### config.mk
export PLATFORM = sky130hd
export DESIGN_NAME = seq_sub_80b_16
export DESIGN_NICKNAME = d
export VERILOG_FILES = /design/src/rtl/seq_sub_80b_16.sv
export SDC_FILE = /design/constraint.sdc
export NUM_CORES = 1
export LEC_CHECK = 0
export CAP_MARGIN = 20
export CORE_MARGIN = 3
export CORE_UTILIZATION = 47
export DETAILED_ROUTE_END_ITERATION = 10
export GPL_TIMING_DRIVEN = 0
export PLACE_DENSITY = 0.77
export SYNTH_ARGS = -nofsm -noshare
export SYNTH_HDL_FRONTEND = slang
export SYNTH_SLANG_ARGS = --single-unit
### constraint.sdc
create_clock -name clk -period 4 [get_ports clk]
set_input_delay 0.8 -clock clk [delete_from_list [all_inputs] [get_ports clk]]
set_output_delay 0.8 -clock clk [all_outputs]
set_load 0.02 [all_outputs]
### src/rtl/seq_sub_80b_16.sv
// Sequential 80-bit subtractor: D = A - B - Bin, computed one 16-bit slice per cycle.
// Optional signed-overflow output ovf is built when OVF_FLAG_EN is defined.
module seq_sub_80b_16 (
   input  logic        clk,
   input  logic        rst_n,
   input  logic        in_valid,
   output logic        in_ready,
   input  logic [79:0] A,
   input  logic [79:0] B,
   input  logic        Bin,
   output logic        out_valid,
   input  logic        out_ready,
   output logic [79:0] D,
   output logic        Bout
`ifdef OVF_FLAG_EN
   ,
   output logic        ovf
`endif
);

   localparam int unsigned W  = 80;
   localparam int unsigned SW = 16;
   localparam int unsigned NS = W / SW;
   localparam int unsigned IW = 3;

   typedef enum logic [1:0] {IDLE = 2'd0, RUN = 2'd1, DONE = 2'd2} state_t;

   state_t         state;
   state_t         state_nxt;
   logic [W-1:0]   a_q;
   logic [W-1:0]   b_q;
   logic           borrow;
   logic [IW-1:0]  idx;

   logic           load_c;
   logic           step_c;
   logic           last_c;

   logic [6:0]     shamt;
   logic [W-1:0]   a_sh;
   logic [W-1:0]   b_sh;
   logic [SW:0]    sl_res;
   logic [W-1:0]   slice_val;
   logic [W-1:0]   slice_mask;

   // State register; handshake outputs are registered alongside the state
   always_ff @(posedge clk or negedge rst_n) begin
      if (!rst_n) begin
         state     <= IDLE;
         in_ready  <= 1'b1;
         out_valid <= 1'b0;
      end else begin
         state     <= state_nxt;
         in_ready  <= (state_nxt == IDLE);
         out_valid <= (state_nxt == DONE);
      end
   end

   // Next-state logic
   always_comb begin
      state_nxt = state;
      case (state)
         IDLE:    if (in_valid) state_nxt = RUN;
         RUN:     if (idx == IW'(NS - 1)) state_nxt = DONE;
         DONE:    if (out_ready) state_nxt = IDLE;
         default: state_nxt = IDLE;
      endcase
   end

   // Control decode
   always_comb begin
      load_c = 1'b0;
      step_c = 1'b0;
      last_c = 1'b0;
      case (state)
         IDLE:    load_c = in_valid;
         RUN: begin
            step_c = 1'b1;
            last_c = (idx == IW'(NS - 1));
         end
         default: ;
      endcase
   end

   // Current slice subtraction; the slice position is a shift by idx*16
   always_comb begin
      shamt      = {idx, 4'b0000};
      a_sh       = a_q >> shamt;
      b_sh       = b_q >> shamt;
      sl_res     = (SW+1)'(a_sh[SW-1:0]) - (SW+1)'(b_sh[SW-1:0]) - (SW+1)'(borrow);
      slice_val  = W'(sl_res[SW-1:0]) << shamt;
      slice_mask = W'({SW{1'b1}}) << shamt;
   end

   // Operand capture and slice-by-slice datapath
   always_ff @(posedge clk or negedge rst_n) begin
      if (!rst_n) begin
         a_q    <= '0;
         b_q    <= '0;
         borrow <= 1'b0;
         idx    <= '0;
         D      <= '0;
         Bout   <= 1'b0;
`ifdef OVF_FLAG_EN
         ovf    <= 1'b0;
`endif
      end else if (load_c) begin
         a_q    <= A;
         b_q    <= B;
         borrow <= Bin;
         idx    <= '0;
      end else if (step_c) begin
         D      <= (D & ~slice_mask) | slice_val;
         borrow <= sl_res[SW];
         idx    <= idx + IW'(1);
         if (last_c) begin
            Bout <= sl_res[SW];
`ifdef OVF_FLAG_EN
            ovf  <= (a_q[W-1] != b_q[W-1]) && (sl_res[SW-1] != a_q[W-1]);
`endif
         end
      end
   end

endmodule

**Word-level counts from Yosys, hierarchy flattened**

Cells that the tools add are included.

- Register bits: 249
- Input bits: 165
- Output and inout bits: 83
- Word-level logic and storage cells: 40

- $add $sub $neg: 3
- Eq/ne operators: 4
- Shift-type cells: 4
- Muxes and demuxes: 11
- Bitwise logic cells: 4
- Reduce and logical (&&, ||, !) cells: 5

Operator list:

| cell | number |
|---|---|
| $shr A80 B7 Y16 | 2 |
| $and A80 B80 Y80 | 1 |
| $not A80 Y80 | 1 |
| $or A80 B80 Y80 | 1 |
| $shl A16 B7 Y80 | 1 |
| $shl A16 B7 Y80 const A | 1 |
| $sub A16 B16 Y17 | 1 |
| $sub A17 B1 Y17 | 1 |
| $mux W2 | 3 |
| $mux W3 | 2 |
| $pmux W2 S3 | 1 |
| $mux W1 | 5 |
| $eq A2 B2 Y1 const B | 2 |
| $logic_not A2 Y1 | 2 |
| $add A3 B1 Y3 const B | 1 |
| $eq A3 B3 Y1 const B | 1 |
| $reduce_and A3 Y1 | 1 |
| $eq A2 B1 Y1 const B | 1 |
| $reduce_and A2 Y1 | 1 |
| $reduce_bool A2 Y1 | 1 |
| $not A1 Y1 | 1 |

**Depth between registers and ports, before layout**

- Word-level depth: 5
- Depth in mapped cells: 17
- Mapped depth without buffers: 14

**Worst setup path after synthesis**

No wires, ideal clock.

- Path kind: reg2reg
- Start point: register idx[0]
- End point: register D[28]
- Library setup time: 0.122 ns
- Data arrival time: 4.266 ns
- Data required time: 3.878 ns
- Path slack: -0.388 ns
- Cell stages (with the launch flop): 16
- Buffers on the path: 3
- Period minus slack after synthesis: 4.388 ns
- Path through: dfrtp_1 buf_2 clkbuf_1 buf_1 mux2i_1 nor2_1 a21oi_1 o22ai_1 fa_1 fa_1 nand2b_1 a2111o_1 and4bb_4 o21ba_1 or3_4 a32o_1

- Cells in the longest elaborated chain, start to end: 5
- Elaborated cells on any way between the ends: 9
- Those cells by class: add/sub (2); shift (4); bitwise (3)

Ends and longest elaborated chain:

| what | RTL line | text |
|---|---|---|
| start: declaration | 33 | `logic [IW-1:0] idx;` |
| start signal: assignment | 115 | `idx <= idx + IW'(1);` |
| $shr A80 B7 Y16, on equally long branches | 88, 89 |  |
| $sub A16 B16 Y17 | 90 | `sl_res = (SW+1)'(a_sh[SW-1:0]) - (SW+1)'(b_sh[SW-1:0]) - (SW+1)'(borrow);` |
| $sub A17 B1 Y17 | 90 |  |
| $shl A16 B7 Y80 | 91 | `slice_val = W'(sl_res[SW-1:0]) << shamt;` |
| $or A80 B80 Y80 (*) | 113 | `D <= (D & ~slice_mask) \| slice_val;` |
| end signal: assignment | 113 |  |
| end: declaration | 13 | `output logic [79:0] D,` |

Mark *: on every way between the ends. The rest lies on a longest branch, timed or not.
A chain may end at the register's enable or synchronous reset.

**Worst setup path after layout**

Same ends and word-level chain as after synthesis.

==> flow_metrics.py <==
metrics = {
    "clock_network": {
        "clock-root-buffer": "sky130_fd_sc_hd__clkbuf_16",
        "clock_sinks": 249,
        "clk_pin_slew_worst_paths_ps": 60,
        "cts-htree-levels": 1,
        "worst_skew_pair.late_latency_ps": 530,
        "cts.path.max_buffers": 3,
        "tritoncts_clock_tree": "yes",
        "cts_buffers": 26,
        "post_cts_hold_buffer_count": 0,
    },
    "place": {
        "detailed_place.area_um2": 14700,
        "detailedPlacementHpwl_um": 25200,
        "place.gp.congestion": 0.933,
        "port_buffers": 247,
    },
    "setup_path": {
        "crit-reg2reg-launch": "idx[0]",
        "critPathLaunchType": "register",
        "setup_crit_path_kind": "register to register",
        "setup.reg_to_reg.worst_slack_ps": 70,
        "path_max_fanout": 10,
        "worst_r2r_endpoint": "D[28]",
        "arrival_ps": 4340,
        "r2r_cells": 15,
        "critical_path.endpoint_type": "register",
        "cp.required_ps": 4410,
    },
    "sta": {
        "number_of_setup_violations_in_the_final_report": 0,
        "timing.clock.skew_ps": 12.2,
        "min_period_over_period": 0.983,
        "timing_hold_violations_final": 0,
        "timing.slew.headroom": 0.515,
        "tns_ps": 0,
        "fin_worst_hold_slack_ps": 315,
        "timing_worst_slew_pin_value_ps": 725,
        "post-route-min-period_ps": 3930,
        "timing.fmax_ghz": 0.254,
        "timing_max_transition_violations_final": 0,
    },
    "yosys": {
        "postSynthNetCount": 1195,
        "yosys_register_bits": 249,
        "mappedNetlistArea_um2": 11800,
        "yosysSeqAreaShare": 0.529,
        "synth_enable_flop_cells": 0,
        "synthCells": 995,
        "synth_warnings": 0,
        "post_synth_num_cell_types": 59,
        "synthArstFlopShare": 1.00,
        "synth_ff_type": "sky130_fd_sc_hd__dfrtp_1",
        "syn_area_per_cell_um2": 11.8,
    },
    "final_layout": {
        "final_design_area_no_fill_um2": 15800,
        "layout.nets": 1477,
        "drive_gt1_frac": 0.198,
        "fin_util": 0.646,
        "area_grow_syn2layout_pct": 34.1,
    },
    "global_route": {
        "grt.total_usage": 0.248,
        "grt_pass1_wl_um": 52000,
        "grt_antenna_before_repair": 7,
        "grt-ovfl-total": 0,
        "first_global_vias": 9283,
        "grt_max_degree": 126,
    },
    "floorplanning": {
        "dieArea_um2": 27000,
        "rows": 57,
        "die-width_um": 164,
        "core-area_um2": 24500,
        "start_util": 0.482,
        "fp.dieH_um": 164,
        "boundaryPins": 248,
    },
    "detailed_routing": {
        "num_vias": 9065,
        "wirelength_um": 33400,
        "drc": 0,
        "initialDrtViolationCount": 811,
        "via_per_inst": 5.59,
        "detail_route.first_pass.iterations": 5,
        "route.antenna.remaining_nets": 0,
        "post_drt_wl_per_cell_um": 20.6,
    },
    "job": {
        "max-cap-violations": 0,
    },
    "status": {
        "run_status": "finished, final reports clean",
    },
    "worst_hold_path": {
        "min-delay-path-class": "input pin to async pin",
    },
}
==> worst max-delay path: stages (launching register included) <==
cell and delay (ps):
sky130_fd_sc_hd__dfrtp_1 390, sky130_fd_sc_hd__buf_6 130, sky130_fd_sc_hd__clkbuf_16 160, sky130_fd_sc_hd__buf_12 140, sky130_fd_sc_hd__mux2i_1 140, sky130_fd_sc_hd__nor2_1 90
sky130_fd_sc_hd__a21oi_4 160, sky130_fd_sc_hd__o22ai_2 120, sky130_fd_sc_hd__fa_2 390, sky130_fd_sc_hd__fa_2 350, sky130_fd_sc_hd__nand2b_1 180, sky130_fd_sc_hd__a2111o_1 460
sky130_fd_sc_hd__and4bb_4 230, sky130_fd_sc_hd__o21ba_1 190, sky130_fd_sc_hd__or3_4 400, sky130_fd_sc_hd__a32o_1 270
==> synth_stat cells (2+ instances only) <==
master                      count  share of area
sky130_fd_sc_hd__a211oi_1       6         0.0038
sky130_fd_sc_hd__a21o_1         6         0.0038
sky130_fd_sc_hd__a21oi_1       45          0.019
sky130_fd_sc_hd__a221o_1        5         0.0042
sky130_fd_sc_hd__a221oi_1       2         0.0015
sky130_fd_sc_hd__a22o_1        35          0.026
sky130_fd_sc_hd__a31o_2         2         0.0015
sky130_fd_sc_hd__a31oi_1        7         0.0037
sky130_fd_sc_hd__a32o_1        10         0.0085
sky130_fd_sc_hd__and2_1         4         0.0021
sky130_fd_sc_hd__and3_1        10         0.0053
sky130_fd_sc_hd__buf_1          4         0.0013
sky130_fd_sc_hd__buf_2          3         0.0013
sky130_fd_sc_hd__clkbuf_1      53          0.017
sky130_fd_sc_hd__dfrtp_1      248           0.53
sky130_fd_sc_hd__fa_1           2         0.0034
sky130_fd_sc_hd__ha_1          33          0.035
sky130_fd_sc_hd__inv_1         32          0.010
sky130_fd_sc_hd__mux2_2       162           0.15
sky130_fd_sc_hd__mux2i_1       63          0.054
sky130_fd_sc_hd__nand2_1       71          0.023
sky130_fd_sc_hd__nand2b_1       2         0.0011
sky130_fd_sc_hd__nand3_1       13         0.0055
sky130_fd_sc_hd__nand4_1        2         0.0011
sky130_fd_sc_hd__nand4b_1       2         0.0015
sky130_fd_sc_hd__nor2_1        59          0.019
sky130_fd_sc_hd__nor2b_1        3         0.0016
sky130_fd_sc_hd__nor3_1         7         0.0030
sky130_fd_sc_hd__o2111ai_1      2         0.0015
sky130_fd_sc_hd__o21a_1         2         0.0013
sky130_fd_sc_hd__o21ai_0       43          0.018
sky130_fd_sc_hd__o22ai_1       16         0.0085
sky130_fd_sc_hd__o31ai_1        5         0.0032
sky130_fd_sc_hd__or3_4          2         0.0019
sky130_fd_sc_hd__xnor2_1        7         0.0052
sky130_fd_sc_hd__xor2_1         4         0.0030
==> layout make-up <==
cell class	instances	area (um^2)
Fill cell	1888	8660
Sequential cell	249	6230
Multi-Input combinational cell	653	5300
Timing Repair Buffer	257	2610
Clock buffer	46	807
Tap cell	324	405
Buffer	57	309
Inverter	33	130
Clock inverter	1	7.51
Antenna cell	3	7.51
==> state kept, by name (all words and copies together) (netlist names) <==
name and count:
Bout 1, D 80, b_q 80, state 2, in_ready 1, idx 3
borrow 1, out_valid 1, a_q 80
==> through the flow <==
step           setup WS (ps)  std cells
5_1_grt                -61.0       1623
6_report                69.9       1623
4_1_cts                 57.2       1617
2_1_floorplan           38.2        995
3_3_place_gp           -8240       1566
3_5_place_dp            -716       1568
==> what timing repair did <==
action | in CTS | in global routing
resized for setup | 30 | 35
setup endpoints to repair | 57 | 38
setup buffers | 3 | 5
pin swaps | 3 | 6
==> cell families after synthesis <==
family          count (synthesis)  synth area share
mux                           226             0.210
buf+inv                        93            0.0300
flops                         249             0.529
simple gates                  185            0.0719
xor+xnor                       11           0.00818
fa+ha+maj                      35            0.0384
compound gates                196             0.112
==> layer usage <==
layer  up-vias  GRT usage  wire length (um)
li1       4156          -                 -
met1      4438      0.326             13500
met2       391      0.405             15900
met3        72     0.0578              2910
met4         8     0.0877              1130
met5         -          0                42
==> cells in the final DEF (no fill, tap or decap), drive strengths merged, types with 3 or more instances in the layout <==
cell type	n
a211oi	6
a21o	6
a21oi	46
a221o	5
a22o	35
a31oi	7
a32o	10
and2	4
and3	10
buf	19
clkbuf	95
clkdlybuf4s50	246
dfrtp	248
diode	3
ha	33
inv	32
mux2	162
mux2i	63
nand2	71
nand3	13
nor2	59
nor2b	3
nor3	7
o21ai	44
o22ai	16
o31ai	5
or3	3
xnor2	7
xor2	4
==> worst max-delay path by stage <==
stage | endpoint | depth (start not counted) | from | slack [ps]
after floorplan | D[28] | 15 | idx[0] | 40
after global placement | b_q[22] | 1 | rst_n | -8240
after detailed placement | D[15] | 14 | idx[0] | -720
after CTS | D[28] | 15 | idx[0] | 60
after global routing | D[13] | 15 | idx[0] | -60
final | D[28] | 15 | idx[0] | 70
Power is left out: the tool's default activity adds up to more than one toggle a clock period on the data nets, which glitch-free logic cannot reach.
